[src/rtl/reg_bank_pkg.sv]
// Shared definitions for the register-bank controller: default sizes,
// FSM state encodings and requester identifiers.
package reg_bank_pkg;

    localparam int DEF_WIDTH = 4;
    localparam int DEF_NREGS = 4;
    localparam int DEF_AW    = 2;

    typedef enum logic {
        ST_RUN   = 1'b0,
        ST_CLEAR = 1'b1
    } state_e;

    localparam logic SRC_A = 1'b0;
    localparam logic SRC_B = 1'b1;

endpackage : reg_bank_pkg

[src/rtl/reg_bank_ctrl_rr_arb2.sv]
// Two-way round-robin arbiter. One-hot grant, combinational from req.
// A single last-grant flop picks the winner when both requesters are
// active. The flop only moves on an actual grant, so idle cycles and
// disabled cycles leave the priority untouched.
module rr_arb2
    import reg_bank_pkg::*;
(
    input  logic       clk,
    input  logic       clr_n,
    input  logic       en,
    input  logic [1:0] req,
    output logic [1:0] gnt
);

    // Identity of the requester granted most recently. Reset value SRC_B
    // gives A priority on the first contested cycle.
    logic last_q;
    logic last_d;

    // Combinational grant: a lone requester wins, a tie goes to the
    // requester that was not granted last.
    always_comb begin
        gnt = 2'b00;
        if (en && clr_n) begin
            unique case (req)
                2'b01:   gnt = 2'b01;
                2'b10:   gnt = 2'b10;
                2'b11:   gnt = (last_q == SRC_A) ? 2'b10 : 2'b01;
                default: gnt = 2'b00;
            endcase
        end
    end

    // Next pointer: follows the winner, holds when nothing is granted.
    always_comb begin
        last_d = last_q;
        if (gnt[0]) begin
            last_d = SRC_A;
        end else if (gnt[1]) begin
            last_d = SRC_B;
        end
    end

    // Last-grant register.
    always_ff @(posedge clk) begin
        if (!clr_n) begin
            last_q <= SRC_B;
        end else begin
            last_q <= last_d;
        end
    end

endmodule : rr_arb2

[src/rtl/reg_bank_ctrl.sv]
// Register bank shared by two requesters. One read or write per cycle,
// picked by a round-robin arbiter, plus an on-demand clear sweep that
// zeroes one register per cycle while holding off both requesters.
//
// Handshake (A and B alike): a requester raises *_req with its fields and
// keeps them stable until *_gnt is seen high; the transfer takes place on
// the rising edge where req and gnt are both high. *_gnt is combinational
// and may be high only while the matching *_req is high. A read result
// appears on rdata with rvalid high for exactly one cycle, the cycle after
// its grant; rsrc names the requester it belongs to.
module reg_bank_ctrl
    import reg_bank_pkg::*;
#(
    parameter int WIDTH = DEF_WIDTH,
    parameter int NREGS = DEF_NREGS,
    parameter int AW    = DEF_AW
) (
    input  logic             clk,
    input  logic             clr_n,
    input  logic             a_req,
    input  logic             a_we,
    input  logic [AW-1:0]    a_addr,
    input  logic [WIDTH-1:0] a_wdata,
    output logic             a_gnt,
    input  logic             b_req,
    input  logic             b_we,
    input  logic [AW-1:0]    b_addr,
    input  logic [WIDTH-1:0] b_wdata,
    output logic             b_gnt,
    input  logic             clear_all,
    output logic [WIDTH-1:0] rdata,
    output logic             rvalid,
    output logic             rsrc,
    output logic             busy,
    output logic             state_dbg
);

    localparam logic [AW-1:0] LAST_IDX = AW'(NREGS - 1);

    state_e           state_q;
    state_e           state_d;
    logic [AW-1:0]    idx_q;
    logic [AW-1:0]    idx_d;
    logic [WIDTH-1:0] bank_q [NREGS];
    logic [WIDTH-1:0] rdata_q;
    logic             rvalid_q;
    logic             rsrc_q;

    logic             arb_en;
    logic [1:0]       gnt;

    // Winner's transaction fields.
    logic             sel_src;
    logic             sel_we;
    logic [AW-1:0]    sel_addr;
    logic [WIDTH-1:0] sel_wdata;
    logic             do_xfer;

    rr_arb2 u_arb (
        .clk   (clk),
        .clr_n (clr_n),
        .en    (arb_en),
        .req   ({b_req, a_req}),
        .gnt   (gnt)
    );

    assign a_gnt = gnt[0];
    assign b_gnt = gnt[1];

    // Mux the granted requester's fields onto the single bank port.
    always_comb begin
        sel_src   = gnt[1] ? SRC_B : SRC_A;
        sel_we    = gnt[1] ? b_we    : a_we;
        sel_addr  = gnt[1] ? b_addr  : a_addr;
        sel_wdata = gnt[1] ? b_wdata : a_wdata;
        do_xfer   = gnt[0] | gnt[1];
    end

    // FSM state register and sweep index.
    always_ff @(posedge clk) begin
        if (!clr_n) begin
            state_q <= ST_RUN;
            idx_q   <= '0;
        end else begin
            state_q <= state_d;
            idx_q   <= idx_d;
        end
    end

    // Next state: a clear request starts the sweep; the sweep ends once the
    // last register has been zeroed, leaving the index back at 0.
    always_comb begin
        state_d = state_q;
        idx_d   = idx_q;
        unique case (state_q)
            ST_RUN: begin
                if (clear_all) begin
                    state_d = ST_CLEAR;
                end
            end
            ST_CLEAR: begin
                idx_d = idx_q + 1'b1;
                if (idx_q == LAST_IDX) begin
                    state_d = ST_RUN;
                end
            end
            default: state_d = ST_RUN;
        endcase
    end

    // FSM outputs: busy during the sweep; arbitration is suppressed during
    // the sweep and in the RUN cycle that launches it.
    always_comb begin
        busy      = (state_q == ST_CLEAR);
        arb_en    = (state_q == ST_RUN) && !clear_all;
        state_dbg = state_q;
    end

    // Bank storage: sweep zeroing or a granted write, never both.
    always_ff @(posedge clk) begin
        if (!clr_n) begin
            for (int i = 0; i < NREGS; i++) begin
                bank_q[i] <= '0;
            end
        end else if (state_q == ST_CLEAR) begin
            bank_q[idx_q] <= '0;
        end else if (do_xfer && sel_we) begin
            bank_q[sel_addr] <= sel_wdata;
        end
    end

    // Read path: capture data and source on a read grant; rdata holds
    // between reads, rvalid is a one-cycle pulse.
    always_ff @(posedge clk) begin
        if (!clr_n) begin
            rdata_q  <= '0;
            rvalid_q <= 1'b0;
            rsrc_q   <= SRC_A;
        end else begin
            rvalid_q <= do_xfer && !sel_we;
            if (do_xfer && !sel_we) begin
                rdata_q <= bank_q[sel_addr];
                rsrc_q  <= sel_src;
            end
        end
    end

    assign rdata  = rdata_q;
    assign rvalid = rvalid_q;
    assign rsrc   = rsrc_q;

endmodule : reg_bank_ctrl

[config.mk]
export PLATFORM = sky130hd
export DESIGN_NAME = reg_bank_ctrl
export DESIGN_NICKNAME = d
export VERILOG_FILES = /design/src/rtl/reg_bank_pkg.sv /design/src/rtl/reg_bank_ctrl_rr_arb2.sv /design/src/rtl/reg_bank_ctrl.sv
export SDC_FILE = /design/constraint.sdc
export NUM_CORES = 1
export LEC_CHECK = 0
export CAP_MARGIN = 5
export CORE_ASPECT_RATIO = 0.75
export CORE_MARGIN = 2
export CORE_UTILIZATION = 47
export CTS_CLUSTER_SIZE = 28
export DETAILED_ROUTE_END_ITERATION = 16
export DONT_BUFFER_PORTS = 1
export PLACE_DENSITY = 0.66
export SLEW_MARGIN = 25
export SYNTH_ARGS = -nofsm -noshare
export SYNTH_HDL_FRONTEND = slang
export SYNTH_SLANG_ARGS = --single-unit
[constraint.sdc]
create_clock -name clk -period 2.73 [get_ports clk]
set_input_delay 0.4095 -clock clk [delete_from_list [all_inputs] [get_ports clk]]
set_output_delay 0.4095 -clock clk [all_outputs]
set_load 0.03 [all_outputs]
## Word-level counts from Yosys, hierarchy flattened

Memory sizes are Yosys's and may differ from the RTL's. A register that Yosys moved wholly into a read port is not among the register bits.
Index checks and enable logic that the tools add are counted.

| word-level totals | value |
|---|---|
| input bits | 19 |
| memories | 1 |
| bits in registers | 6 |
| output and inout port bits | 10 |
| word-level logic and storage cells | 49 |
| memory bits (writable) | 16 |

| operators by class | value |
|---|---|
| equality and inequality tests | 4 |
| $add $sub $neg | 1 |
| bitwise operators | 2 |
| muxes and demuxes | 26 |
| reduce and logical (&&, ||, !) cells | 10 |

Memory list:

| memory | depth | width | rd ports | clocked after Yosys merged registers in | wr ports | line | source |
|---|---|---|---|---|---|---|---|
| bank_q | 4 | 4 | 1 | 1 | 4 | reg_bank_ctrl.sv:44 | `logic [WIDTH-1:0] bank_q [NREGS];` |

Operators by type and width:

| kind | count |
|---|---|
| $mux W1 | 16 |
| $mux W4 | 3 |
| $mux W2 | 5 |
| $reduce_or A4 Y1 | 2 |
| $eq A2 B2 Y1 const B | 3 |
| $pmux W2 S3 | 1 |
| $logic_and A1 B1 Y1 | 4 |
| $logic_not A1 Y1 | 3 |
| $add A2 B1 Y2 const B | 1 |
| $eq A2 B1 Y1 const B | 1 |
| $pmux W1 S2 | 1 |
| $reduce_bool A2 Y1 | 1 |
| $not A1 Y1 | 1 |
| $or A1 B1 Y1 | 1 |

## Logic depth before layout (Yosys ltp)

| logic depth | value |
|---|---|
| depth in word-level cells | 12 |
| mapped depth | 7 |
| mapped depth without buffers | 6 |

## Hierarchy

From an unflattened synthesis, not the netlist that was laid out.

| unflattened totals | value |
|---|---|
| cells, all modules | 117 |
| area, all modules | 1300.0 um^2 |

By module, submodules not included:

| module | sequential area each (um^2) | times used | area an instance (um^2) | cells each |
|---|---|---|---|---|
| reg_bank_ctrl | 660.6 | 1 | 1236.2 | 108 |
| rr_arb2 | 20.0 | 1 | 63.8 | 9 |

## Worst setup path after synthesis

No wires, ideal clock.

| timing path | value |
|---|---|
| kind | reg2reg |
| start | reg state_q, in the netlist busy |
| end | mem bank_q[1][0] (netlist name) (enable) |
| setup slack | 0.614 ns |
| required time | 2.395 ns |
| cell stages (with the launch flop) | 7 |
| arrival time | 1.781 ns |
| cell sequence | dfxtp_1 > buf_6 > nor3b_4 > nand4_1 > o221ai_2 > inv_1 > o21ai_1 |

RTL lines:

| element | line | source |
|---|---|---|
| from (decl) | reg_bank_ctrl.sv:40 | `state_e state_q;` |
| from (signal assigned) | reg_bank_ctrl.sv:85 | `state_q <= state_d;` |
| to (decl) | reg_bank_ctrl.sv:44 |  |

==> impl_metrics.csv <==
group,metric,value,unit
critical_path,r2r-start,"busy$_SDFF_PN0_",
yosys,synth_compound_area_share,15.6,%
yosys,ys_seq_elements,26,
floorplan,core-area,2620,um^2
floorplan,dieArea,3210,um^2
yosys,syn_inst,120,
route,detail_route.wl_per_cell,15.4,um
route,routed-wl-met3,251,um
global_route,grt_overflow,0,
final_layout,areaGrowthSynthToFinish,7.78,%
route,drc_errors,0,
route,top_layer_used,"met4",
sta,post-route-min-period,2.10,ns
critical_path,r2r_cells,5,
yosys,yosys_warnings,0,
route,drt-total-wl,2440,um
critical_path,critical_path_class,"flop to flop",
critical_path,cp.arrival,2.04,ns
outcome,status,"finished, final reports clean",
final_layout,layout-drive-gt1-share,11.5,%
sta,fin_tns_setup,0,ns
route,drtPass1Iterations,4,
route,drt_iter0_drc,45,
route,via_count,880,
global_route,grt_pass1_vias,833,
sta,finClkSkew,0.00461,ns
worst_hold_path,min-delay-path-class,"input pin to flop",
critical_path,endpoint_kind,"flop",
yosys,ys_seq_area_share,52.3,%
yosys,synth_area_leaders,"edfxtp_1, dfxtp_1, mux2i_1",
sta,rsz0062_at_grt,"no",
floorplan,start_util,49.7,%
route,wl_met1,1140,um
yosys,synth_top_family_by_area,"simple AND/OR/NAND/NOR gates",
sta,hold_slack,0.215,ns
sta,finalCritPeriodShare,77.0,%
final_layout,fillers,230,
route,via_per_inst,5.57,
yosys,synth_fa_ha_area_share,0.961,%
critical_path,worstPathMaxFanout,7,
sta,slew_viol_final,0,
cts,cts_htree_levels,1,
cts,clock_path_buffers,2,
yosys,yosysUniqueCellTypes,33,
floorplan,io_pins,29,
pwr,ir_drop,0.000290,V
global_route,grt_usage,17.1,%
placement,hpwl,1970,um
placement,gp_congestion,0.742,
floorplan,die_h,49.6,um
yosys,avgSynthCellArea,10.9,um^2
critical_path,crit_start,"busy$_SDFF_PN0_",
sta,setup_viol,0,
sta,fmax,476,MHz
critical_path,slowest_stage,"nor3b_4",
sta,hold_viol,0,
yosys,synth_xor_area_share,0.672,%
sta,worstMarginPinSlew,0.485,ns
critical_path,path_cells,"nor3b_4 > nand4_1 > o221ai_2 > inv_1 > o21ai_1",
job,drv_cap,0,
placement,numPortBuffers,0,
yosys,syn-num-nets,140,
yosys,syn-cell-area,1300,um^2
sta,maxSlewHeadroom,67.6,%
critical_path,slowest_delay,0.39,ns
cts,clkLatencyLatePin,0.27,ns
pwr,power,0.000846,W
yosys,synthSimpleGateAreaFrac,19.8,%
worst_hold_path,holdPathStages,1,
pwr,powerDensity,603,nW/um^2
final_layout,n_antenna_cell,0,
final_layout,fin_nets,143,
cts,hold_buffers,0,
yosys,synth_ff_type,"edfxtp_1",
global_route,grt_max_degree,16,
cts,path_clk_slew,0.08,ns
floorplan,die_width,64.8,um
cts,ctsResizeCount,0,
cts,post_cts_buffers,0,
yosys,netlist.top_cell.by_area,"edfxtp_1",
yosys,synth_edf_count,16,
yosys,synth_top_area_share,36.9,%
global_route,grt_pass1_wl,4020,um
cts,clock-root-buffer,"clkbuf_8",
route,wl_met2,1020,um
yosys,synthMuxAreaShare,6.92,%
cts,cts_tree,"done",
cts,cts_made_buffers,3,
critical_path,required,2.66,ns
global_route,antenna_found_initial,0,
yosys,async_flop_share,0,%
route,postRouteAntennaNets,0,
worst_hold_path,hold_start,"clr_n",
critical_path,start_kind,"flop",
floorplan,fp-row-count,16,
cts,clock_sinks,26,
pwr,leakage,0.574,nW
## cell families after synthesis
group	after synthesis
compound gates	27
fa+ha+maj	1
xor+xnor	1
simple gates	46
flops	26
mux	9
buf+inv	10
## state kept, by name (all words and copies together), names as in the netlist
signal and cells:
rvalid 1, busy 1, rdata 4, bank_q 16
u_arb.last_q 1, idx_q 2, rsrc 1
## routing by layer
layer	track usage [%]	vias to the layer above
li1	-	441
met1	24.1	407
met2	24.9	30
met3	6.39	2
met4	4.26	0
met5	0	-
## worst paths after layout
| kind | to | slack [ns] |
|---|---|---|
| max | bank_q[0][0]$_SDFFCE_PN0P_ | 0.63 |
| min | u_arb.last_q$_SDFFE_PN1P_ | 0.21 |
| max reg2reg | bank_q[0][0]$_SDFFCE_PN0P_ | 0.63 |
| min reg2reg | u_arb.last_q$_SDFFE_PN1P_ | 0.50 |
## critical path, delay by kind of cell (launching register included)
family	cells	cell delay [ns]
buffers and inverters	1	0.10
AOI/OAI and AO/OA	2	0.68
and+or+nand+nor	2	0.64
DFF	1	0.34
## synth_stat cells, types with 4 or more instances
cell type / instances
nor2_1: 17
o21ai_1: 4
dfxtp_1: 10
edfxtp_1: 16
and3_1: 4
nand2_1: 5
mux2i_1: 9
inv_1: 6
a21oi_1: 4
nand3_1: 7
o211ai_1: 8
a21boi_0: 4
## placed cells by master, fill, tap and decap left out, types with 2 or more instances in the layout
cell,instances
mux2i_1,9
clkbuf_8,3
and3_1,4
inv_1,6
o22ai_1,2
nand3_2,2
nand3_1,7
dfxtp_1,10
nand2_1,5
and2_1,2
nor2_1,17
nor2b_1,2
nand2b_1,2
edfxtp_1,16
o211ai_1,8
a21boi_0,4
a21oi_1,4
o21ai_1,4
## layout make-up
| cell class | count | area (um^2) | share of cell area (%) |
|---|---|---|---|
| multi-input cells | 84 | 572 | 40.7 |
| repair buffers | 1 | 7.51 | 0.535 |
| inverters | 7 | 27.5 | 1.96 |
| well taps | 36 | 45.0 | 3.21 |
| clock buffers | 3 | 41.3 | 2.94 |
| clock inverters | 1 | 30.0 | 2.14 |
| flip-flops and latches | 26 | 681 | 48.5 |
## metrics by stage
stage	setup WS (ns)	cells	utilization [%]	instance area, um^2
floorplan	0.614	120	-	1300
global placement	0.590	154	50.8	1330
detailed placement	0.544	154	50.8	1330
CTS	0.643	158	53.5	1400
global route	0.457	158	53.5	1400
finish	0.629	158	53.5	1400
## where the power goes
group	switching (W)	leakage [nW]	internal, W
clock	0.000114	0.0357	0.000196
sequential	0.0000173	0.248	0.000440
combinational	0.0000500	0.290	0.0000300
(Power assumes the default switching activity.)
